### src/rtl/axis_write_sched.sv
// Command-queue sequencer for one axis_write: buffers (addr, len) commands, issues the
// three-word config sequence per command and pulses done once the stream words are accepted.
module axis_write_sched #(
   parameter int unsigned CONFIG_ID     = 1,
   parameter int unsigned CONFIG_ADDR   = 23,
   parameter int unsigned CONFIG_DATA   = 24,
   parameter int unsigned CONFIG_AWIDTH = 5,
   parameter int unsigned CONFIG_DWIDTH = 32,
   parameter int unsigned CMD_AWIDTH    = 2
) (
   input  logic                     clk,
   input  logic                     rst,
   input  logic [CONFIG_DWIDTH-1:0] cmd_addr_i,
   input  logic [CONFIG_DWIDTH-1:0] cmd_len_i,
   input  logic                     cmd_valid_i,
   output logic                     cmd_ready_o,
   output logic [CONFIG_AWIDTH-1:0] cfg_addr_o,
   output logic [CONFIG_DWIDTH-1:0] cfg_data_o,
   output logic                     cfg_valid_o,
   input  logic                     str_valid_i,
   input  logic                     str_ready_i,
   output logic                     busy_o,
   output logic                     done_o,
   output logic [CMD_AWIDTH:0]      pending_o
);

   localparam int unsigned Depth = 2 ** CMD_AWIDTH;
   localparam int unsigned CntW  = CMD_AWIDTH + 1;

   typedef enum logic [5:0] {
      StIdle = 6'b000001,
      StId   = 6'b000010,
      StAddr = 6'b000100,
      StLen  = 6'b001000,
      StRun  = 6'b010000,
      StDone = 6'b100000
   } state_e;

   state_e state_q, state_d;

   logic [CONFIG_DWIDTH-1:0] fifo_addr_q [Depth];
   logic [CONFIG_DWIDTH-1:0] fifo_len_q  [Depth];
   logic [CMD_AWIDTH-1:0]    wr_ptr_q, rd_ptr_q;
   logic [CMD_AWIDTH:0]      count_q, count_d;
   logic                     ready_q;

   logic [CONFIG_DWIDTH-1:0] cmd_addr_q, cmd_len_q;
   logic [CONFIG_DWIDTH-1:0] word_cnt_q, word_cnt_d, word_cnt_inc;

   logic                     cfg_valid_q, cfg_valid_d;
   logic [CONFIG_AWIDTH-1:0] cfg_addr_q, cfg_addr_d;
   logic [CONFIG_DWIDTH-1:0] cfg_data_q, cfg_data_d;
   logic                     busy_q, busy_d;
   logic                     done_q, done_d;

   logic push, pop, hs;

   assign push         = cmd_valid_i & ready_q;
   assign pop          = (state_q == StIdle) && (count_q != '0);
   assign hs           = str_valid_i & str_ready_i;
   assign word_cnt_inc = word_cnt_q + CONFIG_DWIDTH'(hs);

   always_comb begin
      count_d = count_q;
      if (push && !pop) begin
         count_d = count_q + CntW'(1);
      end else if (pop && !push) begin
         count_d = count_q - CntW'(1);
      end
   end

   always_ff @(posedge clk) begin
      if (rst) begin
         wr_ptr_q <= '0;
         rd_ptr_q <= '0;
         count_q  <= '0;
         ready_q  <= 1'b1;
      end else begin
         if (push) wr_ptr_q <= wr_ptr_q + CMD_AWIDTH'(1);
         if (pop)  rd_ptr_q <= rd_ptr_q + CMD_AWIDTH'(1);
         count_q <= count_d;
         // Occupancy never exceeds Depth, so its MSB alone flags a full FIFO.
         ready_q <= ~count_d[CMD_AWIDTH];
      end
   end

   always_ff @(posedge clk) begin
      if (push) begin
         fifo_addr_q[wr_ptr_q] <= cmd_addr_i;
         fifo_len_q[wr_ptr_q]  <= cmd_len_i;
      end
   end

   always_ff @(posedge clk) begin
      if (rst) begin
         state_q     <= StIdle;
         word_cnt_q  <= '0;
         cmd_addr_q  <= '0;
         cmd_len_q   <= '0;
         cfg_valid_q <= 1'b0;
         cfg_addr_q  <= '0;
         cfg_data_q  <= '0;
         busy_q      <= 1'b0;
         done_q      <= 1'b0;
      end else begin
         state_q     <= state_d;
         word_cnt_q  <= word_cnt_d;
         if (pop) begin
            cmd_addr_q <= fifo_addr_q[rd_ptr_q];
            cmd_len_q  <= fifo_len_q[rd_ptr_q];
         end
         cfg_valid_q <= cfg_valid_d;
         cfg_addr_q  <= cfg_addr_d;
         cfg_data_q  <= cfg_data_d;
         busy_q      <= busy_d;
         done_q      <= done_d;
      end
   end

   always_comb begin
      state_d    = state_q;
      word_cnt_d = word_cnt_q;
      unique case (state_q)
         StIdle: begin
            if (pop) begin
               word_cnt_d = '0;
               state_d    = (fifo_len_q[rd_ptr_q] == '0) ? StDone : StId;
            end
         end
         StId: begin
            word_cnt_d = word_cnt_inc;
            state_d    = StAddr;
         end
         StAddr: begin
            word_cnt_d = word_cnt_inc;
            state_d    = StLen;
         end
         StLen: begin
            word_cnt_d = word_cnt_inc;
            state_d    = StRun;
         end
         StRun: begin
            word_cnt_d = word_cnt_inc;
            if (word_cnt_inc == cmd_len_q) state_d = StDone;
         end
         StDone:  state_d = StIdle;
         default: state_d = StIdle;
      endcase
   end

   // Outputs are decoded from the next state so the registered copies line up with state_q.
   always_comb begin
      cfg_valid_d = 1'b0;
      cfg_addr_d  = '0;
      cfg_data_d  = '0;
      busy_d      = (state_d != StIdle);
      done_d      = (state_d == StDone);
      unique case (state_d)
         StId: begin
            cfg_valid_d = 1'b1;
            cfg_addr_d  = CONFIG_AWIDTH'(CONFIG_ADDR);
            cfg_data_d  = CONFIG_DWIDTH'(CONFIG_ID);
         end
         StAddr: begin
            cfg_valid_d = 1'b1;
            cfg_addr_d  = CONFIG_AWIDTH'(CONFIG_DATA);
            cfg_data_d  = cmd_addr_q;
         end
         StLen: begin
            cfg_valid_d = 1'b1;
            cfg_addr_d  = CONFIG_AWIDTH'(CONFIG_DATA);
            cfg_data_d  = cmd_len_q;
         end
         default: ;
      endcase
   end

   assign cmd_ready_o = ready_q;
   assign cfg_valid_o = cfg_valid_q;
   assign cfg_addr_o  = cfg_addr_q;
   assign cfg_data_o  = cfg_data_q;
   assign busy_o      = busy_q;
   assign done_o      = done_q;
   assign pending_o   = count_q;

endmodule

### config.mk
export PLATFORM = sky130hd
export DESIGN_NAME = axis_write_sched
export DESIGN_NICKNAME = d
export VERILOG_FILES = /design/src/rtl/axis_write_sched.sv
export SDC_FILE = /design/constraint.sdc
export NUM_CORES = 1
export LEC_CHECK = 0
export CORE_ASPECT_RATIO = 1.75
export CORE_UTILIZATION = 58
export DETAILED_ROUTE_END_ITERATION = 10
export PLACE_DENSITY = 0.85
export SLEW_MARGIN = 20
export SYNTH_ARGS = -nofsm -noshare
export SYNTH_HDL_FRONTEND = slang
export SYNTH_SLANG_ARGS = --single-unit
### constraint.sdc
create_clock -name clk -period 3.86 [get_ports clk]
set_input_delay 0.386 -clock clk [delete_from_list [all_inputs] [get_ports clk]]
set_output_delay 0.386 -clock clk [all_outputs]
set_load 0.005 [all_outputs]
## Word-level counts from Yosys, hierarchy flattened

Memories as Yosys holds them, arrays and structs flattened. A register that Yosys moved wholly into a read port is not among the register bits.
Index checks and enable logic that the tools add are counted.

- Add/subtract/negate cells: 5
- Equal/unequal tests: 12
- Muxes and demuxes: 15
- Bitwise operators: 3
- Reduce and logical (&&, ||, !) cells: 13

Operators by type and width:

| kind | number |
|---|---|
| $pmux W32 S3 | 1 |
| $pmux W32 S2 | 1 |
| $add A32 B1 Y32 | 1 |
| $eq A32 B32 Y1 | 1 |
| $logic_not A32 Y1 | 1 |
| $mux W32 | 1 |
| $pmux W6 S5 | 1 |
| $mux W6 | 3 |
| $eq A6 B2 Y1 const B | 2 |
| $eq A6 B3 Y1 const B | 2 |
| $eq A6 B4 Y1 const B | 2 |
| $pmux W5 S2 | 1 |
| $eq A6 B1 Y1 const B | 1 |
| $eq A6 B5 Y1 const B | 1 |
| $eq A6 B6 Y1 const B | 1 |
| $mux W3 | 2 |
| $ne A6 B1 Y1 const B | 1 |
| $add A2 B1 Y2 const B | 2 |
| $mux W2 | 2 |
| $reduce_bool A2 Y1 | 2 |
| $reduce_or A4 Y1 | 1 |
| $add A3 B1 Y3 const B | 1 |
| $logic_and A1 B1 Y1 | 3 |
| $mux W1 | 3 |
| other kinds (9) | 11 |

- Bits in registers: 118
- Bits in writable memories: 256
- Input bits: 69
- Output and inout bits: 44
- Word-level logic and storage cells: 63
- Memories kept: 2

Memories:

| memory | depth | bits a word | read ports | clocked after Yosys merged registers in | write ports | RTL line | source |
|---|---|---|---|---|---|---|---|
| fifo_addr_q | 4 | 32 | 1 | 1 | 1 | 41 | `logic [CONFIG_DWIDTH-1:0] fifo_addr_q [Depth];` |
| fifo_len_q | 4 | 32 | 1 | 1 | 1 | 42 | `logic [CONFIG_DWIDTH-1:0] fifo_len_q [Depth];` |

## Logic depth before layout (Yosys ltp)

Gate-level depths: netlist of run 1.

- Word-level depth: 8
- Depth in mapped cells: 13
- Gate-level depth less buffers: 12

## Least setup slack after synthesis of run 1

OpenSTA, ideal clock, no wires.

- Kind: input -> register
- Start point: input str_valid_i
- End point: register done_q, in the netlist done_o
- Library setup time: 101 ps
- Arrival time: 2915 ps
- Required time: 3759 ps
- Slack: 844 ps
- Stages on the path: 12
- Path buffers: 1
- Cell sequence: and2_1 > ha_1 > ha_1 > nand3_4 > or4_1 > clkbuf_1 > nor4_1 > xnor2_1 > nand4b_1 > nor4_1 > nand4_1 > o41ai_1

- Cells in the longest elaborated chain, start to end: 6

RTL lines:

| item | RTL line | source |
|---|---|---|
| start: declaration | 20 | `input logic str_valid_i,` |
| $and A1 B1 Y1 | 60 | `assign hs = str_valid_i & str_ready_i;` |
| $add A32 B1 Y32 | 61 | `assign word_cnt_inc = word_cnt_q + CONFIG_DWIDTH'(hs);` |
| $eq A32 B32 Y1 | 144 | `if (word_cnt_inc == cmd_len_q) state_d = StDone;` |
| $mux W6 | 144 |  |
| $pmux W6 S5 | 123 | `unique case (state_q)` |
| $eq A6 B6 Y1 | 157 | `done_d = (state_d == StDone);` |
| end signal: assignment | 116 | `done_q <= done_d;` |
| end: declaration | 54 | `logic done_q, done_d;` |

No other way between the ends.
A chain may end at the register's enable or synchronous reset.

## Worst setup path after layout of run 1

- Start point: input str_valid_i
- End point: register state_q[5]

- Cells in the longest elaborated chain, start to end: 5

RTL lines:

| item | RTL line | source |
|---|---|---|
| $and A1 B1 Y1 | 60 |  |
| $add A32 B1 Y32 | 61 |  |
| $eq A32 B32 Y1 | 144 |  |
| $mux W6 | 144 |  |
| $pmux W6 S5 | 123 |  |
| end signal: assignment | 96 | `state_q <= StIdle;` |
| end signal: assignment | 106 | `state_q <= state_d;` |
| end: declaration | 39 | `state_e state_q, state_d;` |

No other way between the ends.

==> out/results.txt, run 1 <==
Status = completed
Drt pass-1 iters = 5
Port bufs = 112
H-tree Lvls = 2
Post-Route WL = 39950 um
Period utilization = 91.91%
R2R Setup Slk = 0.43 ns
I/O pin cnt = 113
RSZ-0062 raised after global routing = false
Placed Instances = 1629
Drt drc = 0
Clock tree buffer depth = 3
CTS resizes = 0
Worst path required time = 4.29 ns
Die area = 28260 um^2
Sw frac = 31.94%
Sequential Power Share = 46.5%
GP Congestion = 0.9385
Clk slew on worst S/H paths = 0.08 ns
Final setup violation count = 0
Max-Cap Viols = 0
Met1 WL = 14210 um
Worst path slowest cell = or4b_1
Slew Viols, Final = 0
Wire per inst = 23.63 um
Commonest non-fill, non-tap cell in the layout = edfxtp_1
Leakage = 0.006171 uW
Crit path time final = 3.548 ns
Area grow syn2layout = 17.33%
Combinational group share of total power = 25.9%
Worst EP arrival = 3.98 ns
Critical Path, Cell by Cell = clkdlybuf4s50_1 > and2_1 > ha_1 > ha_1 > and3_2 > and3_1 > o2111ai_1 > a2111o_1 > or4b_1 > nor4_1 > buf_4 > nand4_1 > o41ai_1
First-pass GRT wire length = 60860 um
Yosys warns = 0
Met3 wire len = 1826 um
Uppermost routed layer = met4
Fraction of registers with async set/reset = 0%
CP Launch Type = input pin
Worst setup endpoint = state_q[5]
Post-Syn Nets = 1272
Slowest stage delay, CP = 0.53 ns
Worst r2r path cells = 11
Synth Area per Inst = 13.42 um^2
Worst-Skew Late Latency = 0.54 ns
Initial detailed-routing violation count = 779
Fillers = 1844
RR Endpoint = state_q[5]
Final hold vios = 0
Die Span X = 127.5 um
Die height = 221.6 um
Seq/Total Area, Yosys = 66.74%
Worst-path maximum fanout = 6
Via-to-Cell Ratio = 6.059
Worst setup startpoint = str_valid_i
Clk pwr share = 27.6%
Antenna Nets Post-Route = 0
Worst hold path type = reg -> reg
Most frequent cells in the layout = edfxtp_1 (256), nand2_1 (161), dfxtp_1 (147)
WL met2 = 21630 um
Final net count = 1378
Core area = 27230 um^2
Ant diodes = 0
Hold buffers post-CTS = 0
Hold path depth = 2
CP endpoint kind = flip-flop
Ys flop type = edfxtp_1
Root buf cell = clkbuf_16
Fin cells = 1691
P_int = 8737 uW
Share of cells above drive strength 1 = 13.31%
Reg-to-Reg Start = word_cnt_q[0]
Initial Util = 58.72%
Maximum clock frequency = 0.2819 GHz
CTS tree = yes
Setup Fix Bufs, Post-CTS = 0
CP most frequent cell = ha_1
Worst-Margin Slew = 1.028 ns
Peak supply drop = 613.4 uV
Hold Slack = 0.4595 ns
CTS Buf Count = 35
Setup TNS = 0 ns
Power per cell area = 684.4 nW/um^2
Via Count = 10246
Number of flops mapped to enable cells by yosys = 256
Post-synthesis cell type count = 60
GR Util All Layers = 29.25%
Clock Skew = 0.01817 ns
Final core utilization = 68.89%
Post-DP HPWL = 26620 um
Row count = 80
Switching power = 4100 uW
Clock Sinks = 405
Gr ovfl total = 0
Crit path kind = in -> reg
Vias in the first global route = 10385
Initial antenna violation count = 0
Slew headroom = 31.49%
Post-synthesis sequential element count = 405
Largest net degree at the start of global routing = 100
Cells after Synth = 1191
Syn Std Cell Area = 15990 um^2
[sequential cells by signal, indices dropped and copies added (netlist names), named ones only]
signal	count
fifo_addr_q	128
fifo_len_q	128
cfg_data_o	32
cmd_addr_q	32
cmd_len_q	32
word_cnt_q	32
state_q	6
pending_o	3
cfg_addr_o	2
rd_ptr_q	2
wr_ptr_q	2
busy_o	1
cfg_valid_o	1
cmd_ready_o	1
done_o	1
[critical path: cells and delay by family]
kind	cells	cell delay [ns]
buffers and inverters	2	0.63
adder cells (fa/ha/maj)	2	0.50
AND/OR/NAND/NOR	6	1.63
AO/OA/AOI/OAI	3	0.82
[logic make-up after synthesis]
logic type,share of synthesized area (%)
AO/OA/AOI/OAI,7.224
XOR/XNOR,2.630
buffers and inverters,2.371
multiplexers,9.141
flip-flops,66.74
AND/OR/NAND/NOR,10.95
adder cells (fa/ha/maj),0.9392
[cells in the mapped netlist (all sizes together) (5+ instances only)]
library cell | n | area, um^2
a21oi | 102 | 510.5
a22oi | 31 | 232.7
and2 | 6 | 38.79
and3 | 17 | 108.9
buf | 23 | 123.9
clkbuf | 56 | 210.2
dfxtp | 149 | 2983
edfxtp | 256 | 7687
ha | 12 | 150.1
inv | 12 | 45.04
mux4 | 64 | 1441
nand2 | 161 | 604.3
nand3 | 16 | 92.59
nand4 | 16 | 106.4
nor2 | 83 | 311.6
nor3 | 19 | 100.1
nor3b | 8 | 60.06
nor4 | 19 | 118.9
o21ai | 34 | 170.2
or3 | 5 | 31.28
xnor2 | 27 | 236.5
xor2 | 21 | 183.9
[worst min-delay path by stage]
| stage | startpoint | to | slack [ns] |
|---|---|---|---|
| after floorplan | cmd_addr_q[0] | cmd_addr_q[0] | 0.44 |
| after global placement | cmd_addr_q[22] | cmd_addr_q[22] | 0.45 |
| after detailed placement | cmd_addr_q[30] | cmd_addr_q[30] | 0.45 |
| after CTS | cmd_addr_q[19] | cmd_addr_q[19] | 0.46 |
| after global routing | cmd_addr_q[30] | cmd_addr_q[30] | 0.48 |
| final | cmd_addr_q[26] | cmd_addr_q[26] | 0.46 |
[metal layers]
layer  vias to the layer above  track usage [%]
met5                         -                0
met4                         0            16.28
met3                       107            3.668
met2                       414            52.44
met1                      5090            33.43
li1                       4635                -
[area by class of cell]
class | count | area (um^2) | area share, %
clock buffers | 43 | 948.4 | 5.056
clock inverters | 19 | 200.2 | 1.067
inverters | 12 | 45.04 | 0.2401
multi-input cells | 695 | 4952 | 26.40
flip-flops and latches | 405 | 10670 | 56.90
well taps | 369 | 461.7 | 2.461
repair buffers | 148 | 1476 | 7.871
[through the flow]
step	setup slack, ns	area, um^2	total power [uW]
CTS	0.2923	18760	12880
global route	0.1499	18760	13350
finish	0.3124	18760	12840
floorplan	0.8443	15990	7971
global placement	-0.1585	17610	9196
detailed placement	-0.2776	17610	9323
[power groups by stage]
stage | clock network, uW | registers (uW) | logic (uW)
after floorplan | 0 | 5720 | 2250
after global placement | 0 | 5980 | 3210
after detailed placement | 0 | 6040 | 3290
after CTS | 3590 | 5960 | 3320
after global routing | 3740 | 6010 | 3600
final | 3550 | 5970 | 3320
Power figures use the tool's default switching activity.
==> inputs of run 2 (changes only) <==
- CORE_UTILIZATION: 58 -> 55
- CTS_BUF_LIST: not set -> sky130_fd_sc_hd__clkbuf_8
- PLACE_DENSITY: 0.85 -> 0.81
==> run 2 against run 1 <==
  * Hold slack lost 0.25 ns
  * Global-route usage shrank 2.4 points
  * Via count decreased by 0.22%
  * Utilization is 3.1 points lower
==> out/results.txt, run 2 (synthesis gave the netlist of run 1 again) <==
Clock tree buffer depth = 3
Setup Fix Bufs, Post-CTS = 0
Status = completed
Register area = 10670 um^2
Cell Area, Placed = 17560 um^2
Pre-CTS WS = -0.1733 ns
Die area = 29780 um^2
Biggest regs = fifo_addr_q: 128 flops, fifo_len_q: 128 flops
Die Span X = 130.9 um
Vias in the first global route = 10523
Commonest non-fill, non-tap cell in the layout = edfxtp_1
Drt pass-1 iters = 5
Worst EP arrival = 3.88 ns
GP Congestion = 0.9134
Worst-Skew Late Latency = 0.63 ns
Fillers = 2015
Core area = 28630 um^2
Slew Viols, Final = 0
Power per cell area = 686.6 nW/um^2
Slew headroom = 29.24%
Area grow syn2layout = 17.78%
Most frequent cells in the layout = edfxtp_1 (256), nand2_1 (161), dfxtp_1 (147)
CP Launch Type = input pin
Peak supply drop = 425.4 uV
CP top delay family = simple AND/OR/NAND/NOR gates
RSZ-0062 raised after global routing = false
Antenna Nets Post-Route = 0
Period utilization = 86.67%
Final hold vios = 0
Slowest stage delay, CP = 0.56 ns
Root buf cell = clkbuf_8
Die height = 227.5 um
Placed Instances = 1634
First-pass GRT wire length = 58230 um
Fin cells = 1737
I/O pin cnt = 113
Row count = 82
Final net count = 1393
Clock Sinks = 405
GR Util All Layers = 26.89%
Worst path required time = 4.39 ns
Initial antenna violation count = 0
Clock Skew = 0.03173 ns
Final setup violation count = 0
Initial Util = 55.85%
CP most frequent cell = ha_1
Critical Path, Cell by Cell = clkdlybuf4s50_1 > and2_1 > ha_1 > ha_1 > and3_2 > and3_1 > o2111ai_1 > a2111o_1 > or4b_1 > nor4_1 > nand4_1 > o41ai_1
Crit path time final = 3.346 ns
Worst-path maximum fanout = 6
CP endpoint kind = flip-flop
CTS Buf Count = 54
Post-DP HPWL = 25880 um
Worst path slowest cell = or4b_1
CTS resizes = 0
Leakage = 0.006291 uW
Via Count = 10223
Post-Route WL = 38000 um
Maximum clock frequency = 0.2989 GHz
Drt drc = 0
Clk slew on worst S/H paths = 0.09 ns
Hold buffers post-CTS = 0
Wire per inst = 21.88 um
Via-to-Cell Ratio = 5.885
CTS tree = yes
H-tree Lvls = 2
Initial detailed-routing violation count = 875
Worst Path Buf+Inv = 1
Largest net degree at the start of global routing = 65
Port bufs = 112
Worst-Margin Slew = 1.061 ns
Gr ovfl total = 0
Share of cells above drive strength 1 = 15.02%
Worst hold path type = in -> reg
Crit path kind = in -> reg
Multi-input logic area = 4952 um^2
Fin area = 18830 um^2
Setup WS post-layout = 0.5145 ns
Max-Cap Viols = 0
[run 2: worst reg2reg max path, stage by stage (launching register included)]
cell	delay (ns)
dfxtp_1	0.37
ha_1	0.20
ha_1	0.30
and3_2	0.26
and3_1	0.17
o2111ai_1	0.13
a2111o_1	0.39
or4b_1	0.56
nor4_1	0.37
nand4_1	0.21
o41ai_1	0.29
[run 2: worst paths after layout]
path / start / cells past startpoint / endpoint / slack (ns)
setup / recovery: str_valid_i / 12 / done_o / 0.51
hold / removal: rst / 2 / word_cnt_q[31] / 0.21
setup reg to reg: word_cnt_q[0] / 10 / done_o / 0.52
hold reg to reg: cmd_addr_q[23] / 2 / cmd_addr_q[23] / 0.46
[run 2: layout make-up]
| cell class | instances | share of cell area (%) |
|---|---|---|
| sequential | 405 | 56.68 |
| inverter | 12 | 0.2392 |
| antenna | 1 | 0.01329 |
| tap | 378 | 2.512 |
| clock inverter | 44 | 2.465 |
| timing repair buffer | 144 | 7.549 |
| clock buffer | 58 | 4.239 |
| multi-input combinational | 695 | 26.30 |
[run 2: per-stage QoR]
stage / hold WS [ns] / total power [uW] / TNS [ns] / utilization, %
2_1_floorplan: 0.4364 / 7971 / 0 / -
3_5_place_dp: 0.4509 / 9327 / -0.3699 / 61.36
5_1_grt: 0.2174 / 13530 / 0 / 65.77
6_report: 0.2114 / 12930 / 0 / 65.78
3_3_place_gp: 0.4442 / 9225 / -0.04329 / 61.36
4_1_cts: 0.1748 / 12990 / 0 / 65.77
[run 2: power breakdown]
part / total [uW] / leakage (uW) / internal (uW) / switching, uW
Sequential: 5960 / 0.00356 / 5360 / 596
Clock: 3680 / 0.000709 / 2080 / 1600
Combinational: 3290 / 0.00202 / 1330 / 1960
[run 2: per-layer routing]
layer / vias to the layer above / wire [um] / global-route usage [%]
li1: 4693 / - / -
met1: 5020 / 13990 / 30.81
met2: 380 / 19320 / 45.04
met3: 130 / 1772 / 4.183
met4: 0 / 2915 / 20.13
met5: - / 0 / 0
==> inputs of run 3 (changes only) <==
- CAP_MARGIN: not set -> 20
==> results of run 3 <==
No change in the layout: final DEF, timing and power equal those of run 2.
